$ cat config.mk
export PLATFORM = sky130hd
export DESIGN_NAME = tlul_host_requester
export DESIGN_NICKNAME = d
export VERILOG_FILES = /design/src/rtl/tlul_host_requester.sv
export SDC_FILE = /design/constraint.sdc
export NUM_CORES = 1
export LEC_CHECK = 0
export ABC_AREA = 1
export CORE_AREA = 2 2 158 160
export CTS_CLUSTER_DIAMETER = 200
export DETAILED_ROUTE_END_ITERATION = 16
export DIE_AREA = 0 0 160 162
export GPL_TIMING_DRIVEN = 1
export PLACE_DENSITY = 0.66
export SLEW_MARGIN = 5
export SYNTH_ARGS = -nofsm -noshare
export SYNTH_HDL_FRONTEND = slang
export SYNTH_SLANG_ARGS = --single-unit
$ cat constraint.sdc
create_clock -name clk -period 1.81 [get_ports clk]
set_clock_uncertainty 0.15 [all_clocks]
set_input_delay 0.2715 -clock clk [delete_from_list [all_inputs] [get_ports clk]]
set_output_delay 0.2715 -clock clk [all_outputs]
set_load 0.02 [all_outputs]
$ cat src/rtl/tlul_host_requester.sv
// TL-UL host requester: turns word-level read/write requests into A-channel Get/Put beats
// and collects out-of-order D-channel responses tagged by source ID.
module tlul_host_requester #(
  parameter int unsigned TL_AW           = 32,
  parameter int unsigned TL_DW           = 64,
  parameter int unsigned TL_SZW          = 3,
  parameter int unsigned TL_AIW          = 8,
  parameter int unsigned TL_DIW          = 1,
  parameter int unsigned MAX_OUTSTANDING = 4,
  parameter int unsigned TIMEOUT_CYCLES  = 1024
) (
  input  logic                 clk,
  input  logic                 rst,
  input  logic                 req_valid,
  output logic                 req_ready,
  input  logic                 req_write,
  input  logic [TL_AW-1:0]     req_address,
  input  logic [TL_DW-1:0]     req_wdata,
  input  logic [TL_DW/8-1:0]   req_mask,
  output logic                 rsp_valid,
  input  logic                 rsp_ready,
  output logic [TL_DW-1:0]     rsp_rdata,
  output logic [TL_AIW-1:0]    rsp_source,
  output logic                 rsp_error,
  output logic [TL_AIW-1:0]    req_source,
  output logic [2:0]           master_a_opcode,
  output logic [2:0]           master_a_param,
  output logic [TL_SZW-1:0]    master_a_size,
  output logic [TL_AIW-1:0]    master_a_source,
  output logic [TL_AW-1:0]     master_a_address,
  output logic [TL_DW/8-1:0]   master_a_mask,
  output logic [TL_DW-1:0]     master_a_data,
  output logic                 master_a_corrupt,
  output logic                 master_a_valid,
  input  logic                 master_a_ready,
  input  logic [2:0]           master_d_opcode,
  input  logic [2:0]           master_d_param,
  input  logic [TL_SZW-1:0]    master_d_size,
  input  logic [TL_AIW-1:0]    master_d_source,
  input  logic [TL_DIW-1:0]    master_d_sink,
  input  logic                 master_d_denied,
  input  logic [TL_DW-1:0]     master_d_data,
  input  logic                 master_d_corrupt,
  input  logic                 master_d_valid,
  output logic                 master_d_ready,
  output logic                 timeout,
  output logic                 unexpected_rsp
);

  localparam int unsigned TL_DBW = TL_DW / 8;
  localparam int unsigned A_SIZE = $clog2(TL_DBW);
  localparam int unsigned WDW    = $clog2(TIMEOUT_CYCLES + 1);
  localparam logic [TL_AW-1:0] ADDR_ALIGN = ~TL_AW'(TL_DBW - 1);

  localparam logic [2:0] OP_GET       = 3'h4;
  localparam logic [2:0] OP_PUT_FULL  = 3'h0;
  localparam logic [2:0] OP_PUT_PART  = 3'h1;
  localparam logic [2:0] OP_ACK       = 3'h0;
  localparam logic [2:0] OP_ACK_DATA  = 3'h1;

  logic                       r_a_valid;
  logic [2:0]                 r_a_opcode;
  logic [TL_SZW-1:0]          r_a_size;
  logic [TL_AIW-1:0]          r_a_source;
  logic [TL_AW-1:0]           r_a_address;
  logic [TL_DBW-1:0]          r_a_mask;
  logic [TL_DW-1:0]           r_a_data;
  logic [MAX_OUTSTANDING-1:0] r_pending;
  logic [MAX_OUTSTANDING-1:0] r_pending_wr;
  logic                       r_rsp_valid;
  logic [TL_DW-1:0]           r_rsp_rdata;
  logic [TL_AIW-1:0]          r_rsp_source;
  logic                       r_rsp_error;
  logic [WDW-1:0]             r_wdog;
  logic                       r_timeout;
  logic                       r_unexpected;

  logic                       w_any_free;
  logic [TL_AIW-1:0]          w_alloc;
  logic [MAX_OUTSTANDING-1:0] w_alloc_oh;
  logic [MAX_OUTSTANDING-1:0] w_d_oh;
  logic                       w_d_pend;
  logic                       w_d_wr;
  logic                       w_req_ready;
  logic                       w_req_fire;
  logic                       w_d_ready;
  logic                       w_d_fire;
  logic                       w_d_err;
  logic [2:0]                 w_exp_op;
  logic                       w_wdog_clr;
  logic                       w_unused_d;

  // Lowest-index free source from the registered bitmap (same-cycle frees are not visible).
  always_comb begin
    w_any_free = 1'b0;
    w_alloc    = '0;
    w_alloc_oh = '0;
    for (int i = int'(MAX_OUTSTANDING) - 1; i >= 0; i--) begin
      if (!r_pending[i]) begin
        w_any_free    = 1'b1;
        w_alloc       = TL_AIW'(i);
        w_alloc_oh    = '0;
        w_alloc_oh[i] = 1'b1;
      end
    end
  end

  // Pending lookup for the returning source; out-of-range IDs never match.
  always_comb begin
    w_d_oh   = '0;
    w_d_pend = 1'b0;
    w_d_wr   = 1'b0;
    for (int i = 0; i < int'(MAX_OUTSTANDING); i++) begin
      if (master_d_source == TL_AIW'(i)) begin
        w_d_oh[i] = r_pending[i];
        w_d_pend  = r_pending[i];
        w_d_wr    = r_pending_wr[i];
      end
    end
  end

  always_comb begin
    w_req_ready = !rst && (!r_a_valid || master_a_ready) && w_any_free && !r_timeout;
    w_req_fire  = req_valid && w_req_ready;
    w_d_ready   = !rst && (!r_rsp_valid || rsp_ready);
    w_d_fire    = master_d_valid && w_d_ready;
    w_exp_op    = w_d_wr ? OP_ACK : OP_ACK_DATA;
    w_d_err     = master_d_denied || master_d_corrupt || !w_d_pend ||
                  (master_d_opcode != w_exp_op);
    w_wdog_clr  = w_d_fire || (r_pending == '0);
  end

  assign w_unused_d = ^{master_d_param, master_d_size, master_d_sink};

  always_ff @(posedge clk) begin
    if (rst) begin
      r_a_valid    <= 1'b0;
      r_a_opcode   <= '0;
      r_a_size     <= '0;
      r_a_source   <= '0;
      r_a_address  <= '0;
      r_a_mask     <= '0;
      r_a_data     <= '0;
      r_pending    <= '0;
      r_pending_wr <= '0;
      r_rsp_valid  <= 1'b0;
      r_rsp_rdata  <= '0;
      r_rsp_source <= '0;
      r_rsp_error  <= 1'b0;
      r_wdog       <= '0;
      r_timeout    <= 1'b0;
      r_unexpected <= 1'b0;
    end else begin
      if (w_req_fire) begin
        r_a_valid   <= 1'b1;
        r_a_opcode  <= !req_write ? OP_GET : ((&req_mask) ? OP_PUT_FULL : OP_PUT_PART);
        r_a_size    <= TL_SZW'(A_SIZE);
        r_a_source  <= w_alloc;
        r_a_address <= req_address & ADDR_ALIGN;
        r_a_mask    <= req_mask;
        r_a_data    <= req_wdata;
      end else if (master_a_ready) begin
        r_a_valid <= 1'b0;
      end

      r_pending <= (r_pending & ~(w_d_fire ? w_d_oh : '0)) | (w_req_fire ? w_alloc_oh : '0);
      if (w_req_fire) begin
        r_pending_wr <= (r_pending_wr & ~w_alloc_oh) | (req_write ? w_alloc_oh : '0);
      end

      // A new capture takes priority over the pop happening on the same edge.
      if (w_d_fire) begin
        r_rsp_valid  <= 1'b1;
        r_rsp_rdata  <= (master_d_opcode == OP_ACK_DATA) ? master_d_data : '0;
        r_rsp_source <= master_d_source;
        r_rsp_error  <= w_d_err;
      end else if (rsp_ready) begin
        r_rsp_valid <= 1'b0;
      end

      if (w_d_fire && !w_d_pend) begin
        r_unexpected <= 1'b1;
      end

      if (w_wdog_clr) begin
        r_wdog <= '0;
      end else if (r_wdog != WDW'(TIMEOUT_CYCLES)) begin
        r_wdog <= r_wdog + WDW'(1);
      end
      if (!w_wdog_clr && (r_wdog == WDW'(TIMEOUT_CYCLES - 1))) begin
        r_timeout <= 1'b1;
      end
    end
  end

  assign req_ready        = w_req_ready;
  assign req_source       = w_req_fire ? w_alloc : '0;
  assign master_d_ready   = w_d_ready;
  assign master_a_valid   = r_a_valid;
  assign master_a_opcode  = r_a_opcode;
  assign master_a_param   = 3'h0;
  assign master_a_size    = r_a_size;
  assign master_a_source  = r_a_source;
  assign master_a_address = r_a_address;
  assign master_a_mask    = r_a_mask;
  assign master_a_data    = r_a_data;
  assign master_a_corrupt = 1'b0;
  assign rsp_valid        = r_rsp_valid;
  assign rsp_rdata        = r_rsp_rdata;
  assign rsp_source       = r_rsp_source;
  assign rsp_error        = r_rsp_error;
  assign timeout          = r_timeout;
  assign unexpected_rsp   = r_unexpected;

endmodule

### Yosys cells after proc, flatten, opt, wreduce, memory -nomap -nowiden

Cells that the tools add are included.

* reduce and logical (&&, ||, !) cells: 26
* $mul: 0
* bitwise logic cells: 6
* equality and inequality tests: 7
* magnitude comparators: 0
* div/mod/pow operators: 0
* muxes and demuxes: 35
* shift-type cells: 0
* $add $sub $neg: 1

Operators by type and width (number)
* 64-bit two-way mux: 1
* 8-bit two-way mux: 4
* 4-bit two-way mux: 7
* 1-bit two-way mux: 21
* 8-bit by 2-bit == test with 1-bit output (second input constant): 2
* 11-bit by 1-bit adder with 11-bit output (second input constant): 1
* 11-bit by 10-bit == test with 1-bit output (second input constant): 1
* 11-bit inequality test (second input constant): 1
* 4-bit AND: 2
* 8-bit by 1-bit == test with 1-bit output (second input constant): 1
* 1-bit logical AND: 8
* 8-bit zero test: 1
* 4-bit inverter: 2
* 4-bit bitwise OR: 2
* 8-bit AND reduction: 1
* 1-bit zero test: 6
* 1-bit logical OR: 6
* 4-bit zero test: 1
* 2-bit nonzero test: 2
* 3-bit by 1-bit == test with 1-bit output (second input constant): 1
* 3-bit two-way mux: 1
* 3-bit by 1-bit inequality test with 1-bit output: 1
* 2-bit two-way mux: 1
* 2-bit OR reduction: 1

* bits in writable memories: 0
* latch bits: 0
* output and inout port bits: 209
* ROM bits: 0
* word-level logic and storage cells: 91
* memories kept: 0
* input port bits: 195
* register bits: 209

### Logic depth before layout (Yosys ltp)

* depth in word-level cells: 9
* depth in mapped cells: 11
* depth with buffers taken out: 10

### Worst setup path after synthesis

Ideal clock, no wire load.

* kind: register to output
* start point: reg r_a_valid, in the netlist master_a_valid
* end point: out req_source[1]
* buffers on the path: 1
* data arrival time: 1.599 ns
* data required time: 1.388 ns
* slack: -0.210 ns
* cell stages (with the launch flop): 11
* path through: dfxtp_1 > inv_1 > nor2_1 > inv_1 > nand3_1 > a31oi_2 > nand2_2 > inv_2 > buf_2 > nand2_1 > inv_1

* cells in the longest elaborated chain, start to end: 7

Ends and longest elaborated chain
* from (decl): RTL line 61 `logic r_a_valid;`
* from (signal assigned): RTL line 137 `r_a_valid <= 1'b0;`
* from (signal assigned): RTL line 155 `r_a_valid <= 1'b1;`
* from (signal assigned): RTL line 163 `r_a_valid <= 1'b0;`
* 1-bit zero test: RTL line 123 `w_req_ready = !rst && (!r_a_valid || master_a_ready) && w_any_free && !r_timeout;`
* 1-bit logical OR: RTL line 123
* 1-bit logical AND (3 in a row): RTL line 123
* named net req_ready: RTL line 15 `output logic req_ready,`
* 1-bit logical AND: RTL line 124 `w_req_fire = req_valid && w_req_ready;`
* 8-bit two-way mux: RTL line 197 `assign req_source = w_req_fire ? w_alloc : '0;`
* to (decl): RTL line 25 `output logic [TL_AIW-1:0] req_source,`

The timed path passes the listed nets, and every way through them passes these cells.

### Final worst setup path

* start point: reg r_a_valid, in the netlist master_a_valid
* end point: out req_source[1]

* cells in the longest elaborated chain, start to end: 7

Ends and longest elaborated chain (RTL line)
* 1-bit zero test: 123
* 1-bit logical OR: 123
* 1-bit logical AND (3 in a row): 123
* 1-bit logical AND: 124
* 8-bit two-way mux: 197

Every way passes these cells.

==> metrics.yaml <==
dpl.cell_count: 1557
cp_common_cell: "buf_12"
multi_input_area_um2: 2845
status: "complete, but fails checks"
crit_type: "reg2out"
synthCells: 874
ff2ff_path_depth: 13
clock_latency_ns: 0.50
ir_drop_mv: 0.6217
core_um2: 24110
slew_headroom_pct: 39.38
path_depth: 11
grt_max_degree: 80
hold_ws_ns: 0.03903
grt_pass1_vias: 6977
first_pass_iters: 4
port_buffers: 372
dp_hpwl_mm: 18.08
period_needed_ns: 2.155
start_util_pct: 30.57
yosys_most_used_dff: "dfxtp_1"
synth_cell_types: 25
grt_pass1_wl_mm: 38.14
clkSlewWorstSetupHoldPaths_ns: 0.06
cts-root-buf: "clkbuf_16"
via_per_inst: 4.610
wl_per_cell_um: 15.79
chipHeight_um: 162
ioPinCount: 404
final_common_cell: "nand2_1"
rsz0062_at_grt: "yes"
path_cells: "inv_2 -> nor2_1 -> inv_1 -> nand3_2 -> a31oi_4 -> nand2_4 -> clkinv_4 -> buf_12 -> nand2_8 -> inv_4 -> buf_12"
ys_ff_latch: 202
power_frac_seq_pct: 44.7
end_kind: "primary output"
drv_cap: 0
switching_share_pct: 24.79
antennaDiodeCount: 0
p_int_mw: 7.882
power_frac_comb_pct: 14.2
synthToLayoutAreaGrowth_pct: 66.23
hold_buffers: 0
min_period_over_period_pct: 119.0
grt_antenna_before_repair: 0
drt-met1-wl_mm: 9.905
grt_usage_pct: 18.24
numCtsBuffers: 22
synthTopCellsByArea: "dfxtp_1, nand2_1, a21oi_1, a32o_1, buf_4"
hold_depth: 4
tightest_slew_ns: 0.9093
crit_family: "buffers and inverters"
slowest_stage: "dfxtp_2"
met3WireLength_mm: 2.338
slew_violations: 0
postRouteAntennaNets: 0
gp_congestion: 0.7900
num_vias: 7376
syn-cell-area_um2: 7368
drc: 0
worstPathArrival_ns: 1.73
async_flop_share_pct: 0
switching_power_mw: 2.599
leakage_nw: 5.408
cts_buffer_depth: 3
cts_tree: "done"
yosys.area.top_type_share_pct: 54.88
finalSetupViolCount: 100
syn_avg_cell_area_um2: 8.431
final_cell_mix: "nand2_1, dfxtp_1, dlygate4sd2_1"
synth_seq_area_share_pct: 54.88
setup_slack_ns: -0.3445
fp.dieW_um: 160
violations: "negative setup slack"
slowest_delay_ns: 0.32
drtIter0Drc: 453
die-area_um2: 25920
drive_gt1_share_pct: 8.464
fin_util_pct: 50.81
critPathMaxFanout: 3
nFillCells: 2403
dr_wl_met2_mm: 12.41
rows: 57
synth_edf_count: 0
pre_cts_slack_ns: -0.7863
yosysTopAreaCell: "dfxtp_1"
hold_viol: 0
required_ns: 1.39
fin_nets: 1460
finalPower_mw: 10.48
seq_area_um2: 4045
top_layer_used: "met4"
htree_levels: 1
critPathBufInv: 6
p_clk_share_pct: 41.2
totalWireLength_mm: 25.26
stdcell_count: 1600
cts_sinks: 202
ys_warn_count: 0
power-per-cell-area_nw_per_um2: 855.7
hp-class: "in2reg"
grt_overflow: 0
fmax_mhz: 464.1
cp-start-kind: "register"
==> worst paths after layout <==
path	from	end	slack [ns]
max	master_a_valid	req_source[1]	-0.34
min	rst	master_a_size[0]	0.04
max reg2reg	master_a_valid	master_a_opcode[0]	-0.11
min reg2reg	rsp_source[1]	rsp_source[1]	0.30
==> cell families (layout without fill, tap and decap cells) <==
kind of cell	Yosys count	count (layout)	synth area share, %
other	1	21	0.05089
buffers and inverters	123	505	8.355
DFF	202	202	54.88
xor gates and xnor gates	2	2	0.2378
AOI/OAI and AO/OA	214	214	18.29
adders and majority gates	2	2	0.3396
and+or+nand+nor	330	330	17.85
==> cell type report <==
type	count	share of cell area, %
well taps	324	3.310
repair buffers	425	33.40
clock buffers	34	5.527
clock inverters	3	0.1226
flip-flops and latches	202	33.03
multi-input cells	569	23.23
inverters	43	1.379
==> synthesized netlist by cell type (6+ instances only) <==
master and instances:
nand2_1 261, dfxtp_1 202, a21oi_1 138, a32o_1 53, inv_1 39, clkbuf_1 36, nand3_1 28, nor2_1 25
buf_4 22, o21ai_0 20, buf_2 15, buf_6 7, nand4_1 6
==> power by group through the flow <==
stage	registers, mW	clock network, mW	logic, mW
2_1_floorplan	4.97	0	0.480
3_3_place_gp	4.78	0	1.54
3_5_place_dp	4.78	0	1.55
4_1_cts	4.68	4.45	1.49
5_1_grt	4.70	4.63	1.60
6_report	4.68	4.31	1.49
==> registers in the layout, indices dropped and copies added (netlist names), named ones only <==
register	count
master_a_mask	8
master_a_size	1
master_a_valid	1
r_pending	4
unexpected_rsp	1
master_a_address	29
rsp_valid	1
master_a_source	2
r_wdog	11
master_a_data	64
timeout	1
rsp_source	8
rsp_error	1
master_a_opcode	2
rsp_rdata	64
==> tightest hold or removal path, stage by stage <==
cell and delay [ns]:
buf_4 0.09, inv_2 0.04, buf_4 0.15, o21a_1 0.10
==> timing repair <==
item / 4_1_cts / 5_1_grt
setup endpoints to repair: 288 / 113
gates resized for setup: 216 / 6
pin swaps: 2 / 2
buffers inserted: 4 / 2
gates cloned: 1 / 1
==> per-stage QoR <==
stage	area (um^2)	setup TNS [ns]
after floorplan	7460	0
after global placement	11590	-74.14
after detailed placement	11590	-78.01
after CTS	12190	-12.31
after global routing	12250	-20.88
final	12250	-6.156
==> metal layers <==
layer	up-vias	track usage (%)
met2	291	32.33
met1	3377	21.18
li1	3673	-
met5	-	0
met3	35	6.078
met4	0	4.791
Power figures use the tool's default switching activity.
